**src/rtl/dnn_pkg.sv**
```systemverilog
// Shared types and constants for the tiny_dnn_core sequencer.
// State encoding, core pipeline latency, fp32 zero.
package dnn_pkg;

  localparam int F_SIZE   = 1024;
  localparam int AW       = 10;
  localparam int FAW      = 16;
  localparam int CORE_LAT = 3;
  localparam int CW       = $clog2(CORE_LAT + 1);

  localparam logic [31:0] FP32_ZERO = 32'h0000_0000;

  typedef enum logic [2:0] {
    S_IDLE,
    S_INIT,
    S_EXEC,
    S_BIAS,
    S_DRAIN,
    S_HAND,
    S_FIN
  } state_e;

endpackage

```
**src/rtl/dnn_seq_out.sv**
```systemverilog
// Output stage: pending flag, normalize enable, result register.
// Ports: hand_set in, nrm in, res_ready in; pending/norm_en/res_valid/res_data out.
module dnn_seq_out
  import dnn_pkg::*;
(
  input  logic        clk,
  input  logic        rst,
  input  logic        hand_set,
  input  logic [31:0] nrm,
  input  logic        res_ready,
  output logic        pending,
  output logic        norm_en,
  output logic        res_valid,
  output logic [31:0] res_data
);

  logic        pend_q, pend_d;
  logic        wait_q, wait_d;
  logic        vld_q, vld_d;
  logic [31:0] data_q, data_d;

  always_comb begin
    pend_d  = pend_q;
    vld_d   = vld_q;
    data_d  = data_q;
    // hand_set only occurs while pend_q is low, so it can
    // fire normalize in the same cycle the bank is handed over
    norm_en = (pend_q | hand_set) & ~vld_q & ~wait_q;
    wait_d  = norm_en;
    if (vld_q & res_ready) vld_d = 1'b0;
    // nrm is valid the cycle after norm_en
    if (wait_q) begin
      data_d = nrm;
      vld_d  = 1'b1;
      pend_d = 1'b0;
    end
    if (hand_set) pend_d = 1'b1;
  end

  always_ff @(posedge clk or posedge rst) begin
    if (rst) begin
      pend_q <= 1'b0;
      wait_q <= 1'b0;
      vld_q  <= 1'b0;
      data_q <= FP32_ZERO;
    end else begin
      pend_q <= pend_d;
      wait_q <= wait_d;
      vld_q  <= vld_d;
      data_q <= data_d;
    end
  end

  assign pending   = pend_q;
  assign res_valid = vld_q;
  assign res_data  = data_q;

endmodule

```
**src/rtl/dnn_core_seq.sv**
```systemverilog
// Sequencer driving one tiny_dnn_core + normalize pair over n_vec vectors.
// Ports: start/fs/n_vec/use_bias/feat_base in; core controls, feat_addr, result port out.
module dnn_core_seq
  import dnn_pkg::*;
(
  input  logic           clk,
  input  logic           rst,
  input  logic           start,
  input  logic [AW-1:0]  fs,
  input  logic [FAW-1:0] n_vec,
  input  logic           use_bias,
  input  logic [FAW-1:0] feat_base,
  output logic           busy,
  output logic           done,
  output logic [FAW-1:0] feat_addr,
  output logic           core_init,
  output logic           core_exec,
  output logic           core_bias,
  output logic [AW-1:0]  core_ra,
  output logic           sum_ip,
  output logic           sum_op,
  output logic           norm_en,
  input  logic [31:0]    nrm,
  output logic           res_valid,
  input  logic           res_ready,
  output logic [31:0]    res_data
);

  state_e         state_q, state_d;
  logic [AW-1:0]  fs_q, fs_d;
  logic [FAW-1:0] nvec_q, nvec_d;
  logic           bias_q, bias_d;
  logic [FAW-1:0] addr_q, addr_d;
  logic [AW-1:0]  idx_q, idx_d;
  logic [FAW-1:0] vec_q, vec_d;
  logic [CW-1:0]  cnt_q, cnt_d;
  logic           bank_q, bank_d;
  logic           sop_q, sop_d;
  logic           sip1_q, sip2_q;
  logic           hand_set;
  logic           pending;

  always_comb begin
    state_d   = state_q;
    fs_d      = fs_q;
    nvec_d    = nvec_q;
    bias_d    = bias_q;
    addr_d    = addr_q;
    idx_d     = idx_q;
    vec_d     = vec_q;
    bank_d    = bank_q;
    sop_d     = sop_q;
    cnt_d     = '0;
    hand_set  = 1'b0;
    done      = 1'b0;
    core_init = 1'b0;
    core_exec = 1'b0;
    core_bias = 1'b0;
    core_ra   = '0;
    feat_addr = '0;
    unique case (state_q)
      S_IDLE: begin
        if (start) begin
          fs_d    = fs;
          nvec_d  = n_vec;
          bias_d  = use_bias;
          addr_d  = feat_base;
          vec_d   = '0;
          bank_d  = 1'b0;
          sop_d   = 1'b0;
          state_d = (n_vec == '0) ? S_FIN : S_INIT;
        end
      end
      S_INIT: begin
        core_init = 1'b1;
        idx_d     = '0;
        if (fs_q != '0)  state_d = S_EXEC;
        else if (bias_q) state_d = S_BIAS;
        else             state_d = S_DRAIN;
      end
      S_EXEC: begin
        core_exec = 1'b1;
        core_ra   = idx_q;
        feat_addr = addr_q;
        // vectors are contiguous, so one running address
        // covers base + v*fs + i with natural wrap
        addr_d    = addr_q + FAW'(1);
        idx_d     = idx_q + AW'(1);
        if (idx_q == fs_q - AW'(1))
          state_d = bias_q ? S_BIAS : S_DRAIN;
      end
      S_BIAS: begin
        core_bias = 1'b1;
        core_ra   = AW'(F_SIZE - 1);
        state_d   = S_DRAIN;
      end
      S_DRAIN: begin
        cnt_d = cnt_q + CW'(1);
        if (cnt_q == CW'(CORE_LAT - 1)) state_d = S_HAND;
      end
      S_HAND: begin
        // previous bank still awaiting normalize: stall
        if (!pending) begin
          hand_set = 1'b1;
          sop_d    = bank_q;
          bank_d   = ~bank_q;
          vec_d    = vec_q + FAW'(1);
          state_d  = (vec_q == nvec_q - FAW'(1)) ? S_FIN : S_INIT;
        end
      end
      S_FIN: begin
        if (!pending && !res_valid) begin
          done    = 1'b1;
          state_d = S_IDLE;
        end
      end
      default: state_d = S_IDLE;
    endcase
  end

  always_ff @(posedge clk or posedge rst) begin
    if (rst) begin
      state_q <= S_IDLE;
      fs_q    <= '0;
      nvec_q  <= '0;
      bias_q  <= 1'b0;
      addr_q  <= '0;
      idx_q   <= '0;
      vec_q   <= '0;
      cnt_q   <= '0;
      bank_q  <= 1'b0;
      sop_q   <= 1'b0;
      sip1_q  <= 1'b0;
      sip2_q  <= 1'b0;
    end else begin
      state_q <= state_d;
      fs_q    <= fs_d;
      nvec_q  <= nvec_d;
      bias_q  <= bias_d;
      addr_q  <= addr_d;
      idx_q   <= idx_d;
      vec_q   <= vec_d;
      cnt_q   <= cnt_d;
      bank_q  <= bank_d;
      sop_q   <= sop_d;
      sip1_q  <= bank_q;
      sip2_q  <= sip1_q;
    end
  end

  // core registers init/exec/bias twice before accumulating
  assign sum_ip = sip2_q;
  assign sum_op = hand_set ? bank_q : sop_q;
  assign busy   = (state_q != S_IDLE) & ~done;

  dnn_seq_out u_out (
    .clk       (clk),
    .rst       (rst),
    .hand_set  (hand_set),
    .nrm       (nrm),
    .res_ready (res_ready),
    .pending   (pending),
    .norm_en   (norm_en),
    .res_valid (res_valid),
    .res_data  (res_data)
  );

endmodule

```
**config.mk**
```make
export PLATFORM = sky130hd
export DESIGN_NAME = dnn_core_seq
export DESIGN_NICKNAME = d
export VERILOG_FILES = /design/src/rtl/dnn_pkg.sv /design/src/rtl/dnn_seq_out.sv /design/src/rtl/dnn_core_seq.sv
export SDC_FILE = /design/constraint.sdc
export NUM_CORES = 1
export LEC_CHECK = 0
export CORE_MARGIN = 4
export CORE_UTILIZATION = 30
export DETAILED_ROUTE_END_ITERATION = 6
export GPL_TIMING_DRIVEN = 0
export SYNTH_ARGS = -nofsm -noshare
export SYNTH_HDL_FRONTEND = slang
export SYNTH_SLANG_ARGS = --single-unit
```
**constraint.sdc**
```tcl
create_clock -name clk -period 4.9 [get_ports clk]
set_clock_uncertainty 0.2 [all_clocks]
set_input_delay 1.225 -clock clk [delete_from_list [all_inputs] [get_ports clk]]
set_output_delay 1.225 -clock clk [all_outputs]
set_load 0.005 [all_outputs]
```
==> impl_metrics.toml, run 1 <==
[floorplan]
row_count = 52
core_um2 = 20200
start_util_pct = 30.5
ios = 146
die_area_um2 = 23000
die_width_um = 152
die_y_um = 152

[finish]
layout.nets = 937
final_common_cell = "clkdlybuf4s50_1"
instances_no_fill = 1132
drive_above_1_share_pct = 9.51
fillers = 2025
final_cell_mix = "145 x clkdlybuf4s50_1, 115 x nand2_1, 113 x dfrtp_1"
antennaDiodeCount = 0
area_growth_pct = 38.9
design_area_um2 = 8580

[setup_path]
r2r_slack_ns = 2.11
path_max_fanout = 10
r2r_end = "state_q[2]"
arrival_ns = 2.99
reg2reg_from = "nvec_q[0]"
reg2regPathDepth = 9
crit_path_end_kind = "primary output"
required_ns = 3.47
worst-setup-path-type = "reg -> out"
crit_path_start_kind = "flip-flop"

[clocking]
hold_buffers = 0
cts_setup_buffers = 0
cts_tree = "built"
cts_sinks = 113
htreeDepth = 4
clock_path_buffers = 2
clkTransAtPathRegs_ns = 0.05
root_buffer = "clkbuf_16"
numCtsBuffers = 17
cts-resized-gates = 0
worstSkewPairLatency_ns = 0.41

[logic_synthesis]
synth_nets = 772
synth_xor_area_share_pct = 5.95
syn_area_per_cell_um2 = 9.01
yosys.area_share.simple_pct = 24.3
synth_area_um2 = 6180
ys_ff_latch = 113
ys_seq_area_share_pct = 45.8
synth_edf_count = 0
synth_top_family_by_area = "simple AND/OR/NAND/NOR gates"
synthMuxAreaShare_pct = 6.16
ys_types = 66
async_flop_share_pct = 100
synth_ff_type = "dfrtp_1"
yosys_warnings = 0
synthAdderAreaFrac_pct = 1.42
synth_compound_area_share_pct = 12.3
synth_cells = 686

[grt]
grt_first_pass_wirelength_um = 27400
globalRoute.busiestLayer = "met2"
antenna_found_initial = 0
globalRouteMet3Util_pct = 2.91
overflow = 0
gr-usage-all-layers_pct = 15.2
grt_max_degree = 60
grt_pass1_vias = 5303
grt_use_met1_pct = 20.3
grt_util_met2_pct = 24.2

[timing]
fmax_mhz = 227
slew_violations = 0
period_share_pct = 90.1
min_period_ns = 4.41
worst_pin_slew_ns = 0.718
setup_viol = 0
rsz0062_at_grt = "no"
hold_viol = 0
slew_headroom_pct = 51.5

[route]
antenna_left = 0
drt_iter0_markers = 369
post_drt_wl_per_cell_um = 15.3
routed_wl_um = 17300
drc = 0
drt-pass1-iter-count = 4
num_vias = 5438
via_per_inst = 4.80

[place]
post-place-cells = 1102
routabilityCongestion = 0.903
place_area_um2 = 8000
dp_hpwl_um = 12700
port_buffers = 145

[power]
ir_worst_vdd_uv = 247
leakage_nw = 3.59
powerDensity_nw_per_um2 = 612

[min_path]
hp-class = "reg -> reg"
worstHoldEndpoint = "sum_ip"
min_path_cells = 0
worstHoldStart = "sip1_q"

[run_status]
status = "completed"

[run]
drv_cap = 0
-- kinds of logic (layout without fill, tap and decap cells) --
| kind of cell | count (synthesis) | in the layout |
|---|---|---|
| AOI/OAI and AO/OA | 115 | 115 |
| muxes | 34 | 34 |
| adders and majority gates | 7 | 7 |
| DFF | 113 | 113 |
| buffers and inverters | 63 | 239 |
| xor gates and xnor gates | 42 | 42 |
| and+or+nand+nor | 312 | 312 |
-- registers in the layout, indices dropped and copies added (netlist names), 2 cells and up --
| signal | flops |
|---|---|
| addr_q | 16 |
| state_q | 3 |
| fs_q | 10 |
| idx_q | 10 |
| cnt_q | 2 |
| u_out.res_data | 32 |
| vec_q | 16 |
| nvec_q | 16 |
-- per-stage QoR --
step / worst slack [ns] / total power [mW] / hold slack, ns / setup TNS, ns / util (%)
global placement: -1.46 / 4.03 / 0.134 / -164.31 / 39.4
finish: 0.486 / 5.25 / 0.146 / 0 / 42.4
floorplan: 0.488 / 3.06 / 0.131 / 0 / -
global route: 0.261 / 5.67 / 0.151 / 0 / 42.4
detailed placement: 0.946 / 4.07 / 0.135 / 0 / 39.5
CTS: 0.497 / 5.31 / 0.147 / 0 / 42.4
-- power by group --
| group | total, mW | internal, mW | switching (mW) |
|---|---|---|---|
| logic | 2.42 | 1.21 | 1.22 |
| clock network | 1.21 | 0.780 | 0.431 |
| registers | 1.62 | 1.30 | 0.316 |
-- Yosys cell counts (3+ instances only) --
library cell / n / area (um^2)
nand2_1: 115 / 432
dfrtp_1: 113 / 2830
nor2_1: 81 / 304
o21ai_0: 37 / 185
clkbuf_1: 33 / 124
mux2_2: 32 / 360
inv_1: 22 / 82.6
xnor2_1: 21 / 184
xor2_1: 21 / 184
a21oi_1: 20 / 100
nand4_1: 17 / 106
nand3_1: 15 / 75.1
nor3_1: 15 / 75.1
and2_1: 14 / 87.6
and3_1: 12 / 75.1
nor4_1: 9 / 56.3
a31oi_1: 8 / 50.1
and4_1: 7 / 61.3
ha_1: 7 / 87.6
o22ai_1: 6 / 37.5
a211oi_1: 5 / 37.5
o211ai_1: 4 / 30.0
o21ai_1: 4 / 20.0
or3_1: 4 / 25.0
a221oi_1: 3 / 26.3
nand3b_1: 3 / 22.5
nor2b_1: 3 / 18.8
nor3b_1: 3 / 22.5
o2111ai_1: 3 / 26.3
-- metal layers --
metal	routed length, um	up-vias	part of all wire [%]
met4	367	0	2.1
met2	8150	125	47
met1	8030	2567	46
met5	0	-	0
li1	-	2723	-
met3	720	23	4.2
-- worst max-delay path by stage --
stage | endpoint | depth (start not counted) | slack [ns] | from
after floorplan | addr_q[0] | 1 | 0.49 | rst
after global placement | fs_q[9] | 2 | -1.46 | rst
after detailed placement | feat_addr[11] | 7 | 0.95 | state_q[2]
after CTS | feat_addr[11] | 7 | 0.50 | state_q[2]
after global routing | feat_addr[14] | 8 | 0.26 | state_q[2]
final | feat_addr[0] | 7 | 0.49 | state_q[2]
-- area by class of cell --
type                            count  area [um^2]  area share (%)
Timing Repair Buffer              146         1480            17.2
Sequential cell                   113         2830            33.0
Multi-Input combinational cell    510         3100            36.1
Buffer                             39          161            1.88
Inverter                           24         95.1            1.11
Clock buffer                       21          470            5.48
Tap cell                          270          338            3.94
Clock inverter                      9          109            1.27
-- critical path, cell delays in order, from the launching register on --
cell and delay [ns]:
dfrtp_1 0.35, clkbuf_1 0.22, inv_2 0.19, nand3_1 0.37
inv_2 0.32, clkbuf_1 0.39, and2_1 0.22, clkdlybuf4s50_1 0.51
(Power assumes the default switching activity.)
==> run 2: changes to the inputs <==
--- a/config.mk
+++ b/config.mk
@@ -5,7 +5,6 @@
 export SDC_FILE = /design/constraint.sdc
 export NUM_CORES = 1
 export LEC_CHECK = 0
-export CORE_MARGIN = 4
 export CORE_UTILIZATION = 30
 export DETAILED_ROUTE_END_ITERATION = 6
 export GPL_TIMING_DRIVEN = 0
==> run 2 against run 1 <==
- combinational power about the same
- largest cell class unchanged
- cell area grew 0.85%
- routed wire length fell by 2.5%
==> impl_metrics.toml, run 2 (same netlist as run 1, synthesis figures left out) <==
[run_status]
status = "completed"

[finish]
area_growth_pct = 40.0
final_common_cell = "clkdlybuf4s50_1"
largest_reg_flops = 32
fillers = 1980
layout.nets = 937
design_area_um2 = 8650
instances_no_fill = 1134
drive_above_1_share_pct = 9.72
final_cell_mix = "145 x clkdlybuf4s50_1, 115 x nand2_1, 113 x dfrtp_1"
antennaDiodeCount = 0

[route]
routed_wl_um = 16800
num_vias = 5519
post_drt_wl_per_cell_um = 14.8
antenna_left = 0
drc = 0
drt_iter0_markers = 193
via_per_inst = 4.87
drt-pass1-iter-count = 5

[grt]
overflow = 0
antenna_found_initial = 0
grt_max_degree = 77
grt_pass1_vias = 5430
grt_first_pass_wirelength_um = 27700
gr-usage-all-layers_pct = 16.6

[timing]
whs_ns = 0.148
worst_pin_slew_ns = 0.692
min_period_ns = 4.36
finalWorstSetupSlack_ns = 0.537
rsz0062_at_grt = "no"
hold_viol = 0
setup_viol = 0
slew_headroom_pct = 53.2
period_share_pct = 89.0
fmax_mhz = 229
slew_violations = 0

[setup_path]
arrival_ns = 2.94
required_ns = 3.47
worst-setup-path-type = "reg -> out"
reg2reg_from = "nvec_q[0]"
path_max_fanout = 10
startpoint = "state_q[0]"
crit_path_end_kind = "primary output"
crit_path_start_kind = "flip-flop"

[clocking]
clkTransAtPathRegs_ns = 0.05
cts-resized-gates = 0
root_buffer = "clkbuf_16"
hold_buffers = 0
cts_setup_buffers = 0
numCtsBuffers = 17
cts_sinks = 113
clock_path_buffers = 2
worstSkewPairLatency_ns = 0.41
cts_tree = "built"
htreeDepth = 4

[floorplan]
die_width_um = 146
die_area_um2 = 21200
start_util_pct = 30.5
row_count = 52
die_y_um = 146
ios = 146
core_um2 = 20200

[place]
dp_hpwl_um = 12400
pre_cts_slack_ns = 0.990
post-place-cells = 1102
place_area_um2 = 8000
port_buffers = 145
routabilityCongestion = 0.834

[run]
drv_cap = 0

[power]
leakage_nw = 3.63
ir_worst_vdd_uv = 272
power_mw = 5.41
powerDensity_nw_per_um2 = 625

[min_path]
hp-class = "reg -> reg"
worstHoldStart = "sip1_q"
run 2: changes by cell type in the layout (fill, tap and decap cells not counted), sizes merged:
| cell | before | now |
|---|---|---|
| clkinvlp | 4 | 3 |
| inv | 24 | 25 |
| clkinv | 3 | 4 |
| bufinv | 2 | 5 |
| clkbuf | 54 | 52 |
run 2: worst paths after layout:
path	end	slack (ns)	depth (start not counted)
setup / recovery	feat_addr[14]	0.54	8
hold / removal	sum_ip	0.15	0
setup reg to reg	state_q[2]	2.02	9
hold reg to reg	sum_ip	0.15	0
max in group asynchronous	fs_q[6]	2.80	3
min in group asynchronous	u_out.res_data[25]	0.99	2
run 2: routing by layer:
layer	up-vias	routed length (um)	part of all wire (%)	global-route usage (%)
li1	2723	-	-	-
met3	23	567	3.4	3.32
met2	129	8010	48	27.3
met4	0	380	2.3	6.16
met5	-	0	0	0
met1	2644	7870	47	21.5
run 2: where the power goes:
| group | total, mW | internal, mW | switching [mW] |
|---|---|---|---|
| clock | 1.37 | 0.916 | 0.456 |
| combinational | 2.43 | 1.21 | 1.22 |
| sequential | 1.61 | 1.30 | 0.305 |
| total | 5.41 | 3.43 | 1.98 |
run 2: metrics by stage:
stage / TNS [ns] / utilization, %
finish: 0 / 42.8
global route: 0 / 42.8
CTS: 0 / 42.8
detailed placement: 0 / 39.5
global placement: -162.44 / 39.4
floorplan: 0 / -
run 2: critical path, stage by stage (launching register included):
cell and delay (ns):
dfrtp_1 0.35, clkbuf_1 0.19, inv_1 0.21, nand3_1 0.35, inv_2 0.31, clkbuf_1 0.41, nand2_1 0.13, inv_1 0.07
clkdlybuf4s50_1 0.49
run 2: layout make-up:
class,instances,area (um^2),area share (%)
plain buffers,39,161,1.87
clock buffers,19,443,5.12
clock inverters,13,209,2.41
inverters,24,95.1,1.10
multi-input cells,510,3100,35.8
flip-flops and latches,113,2830,32.7
well taps,270,338,3.90
repair buffers,146,1480,17.1
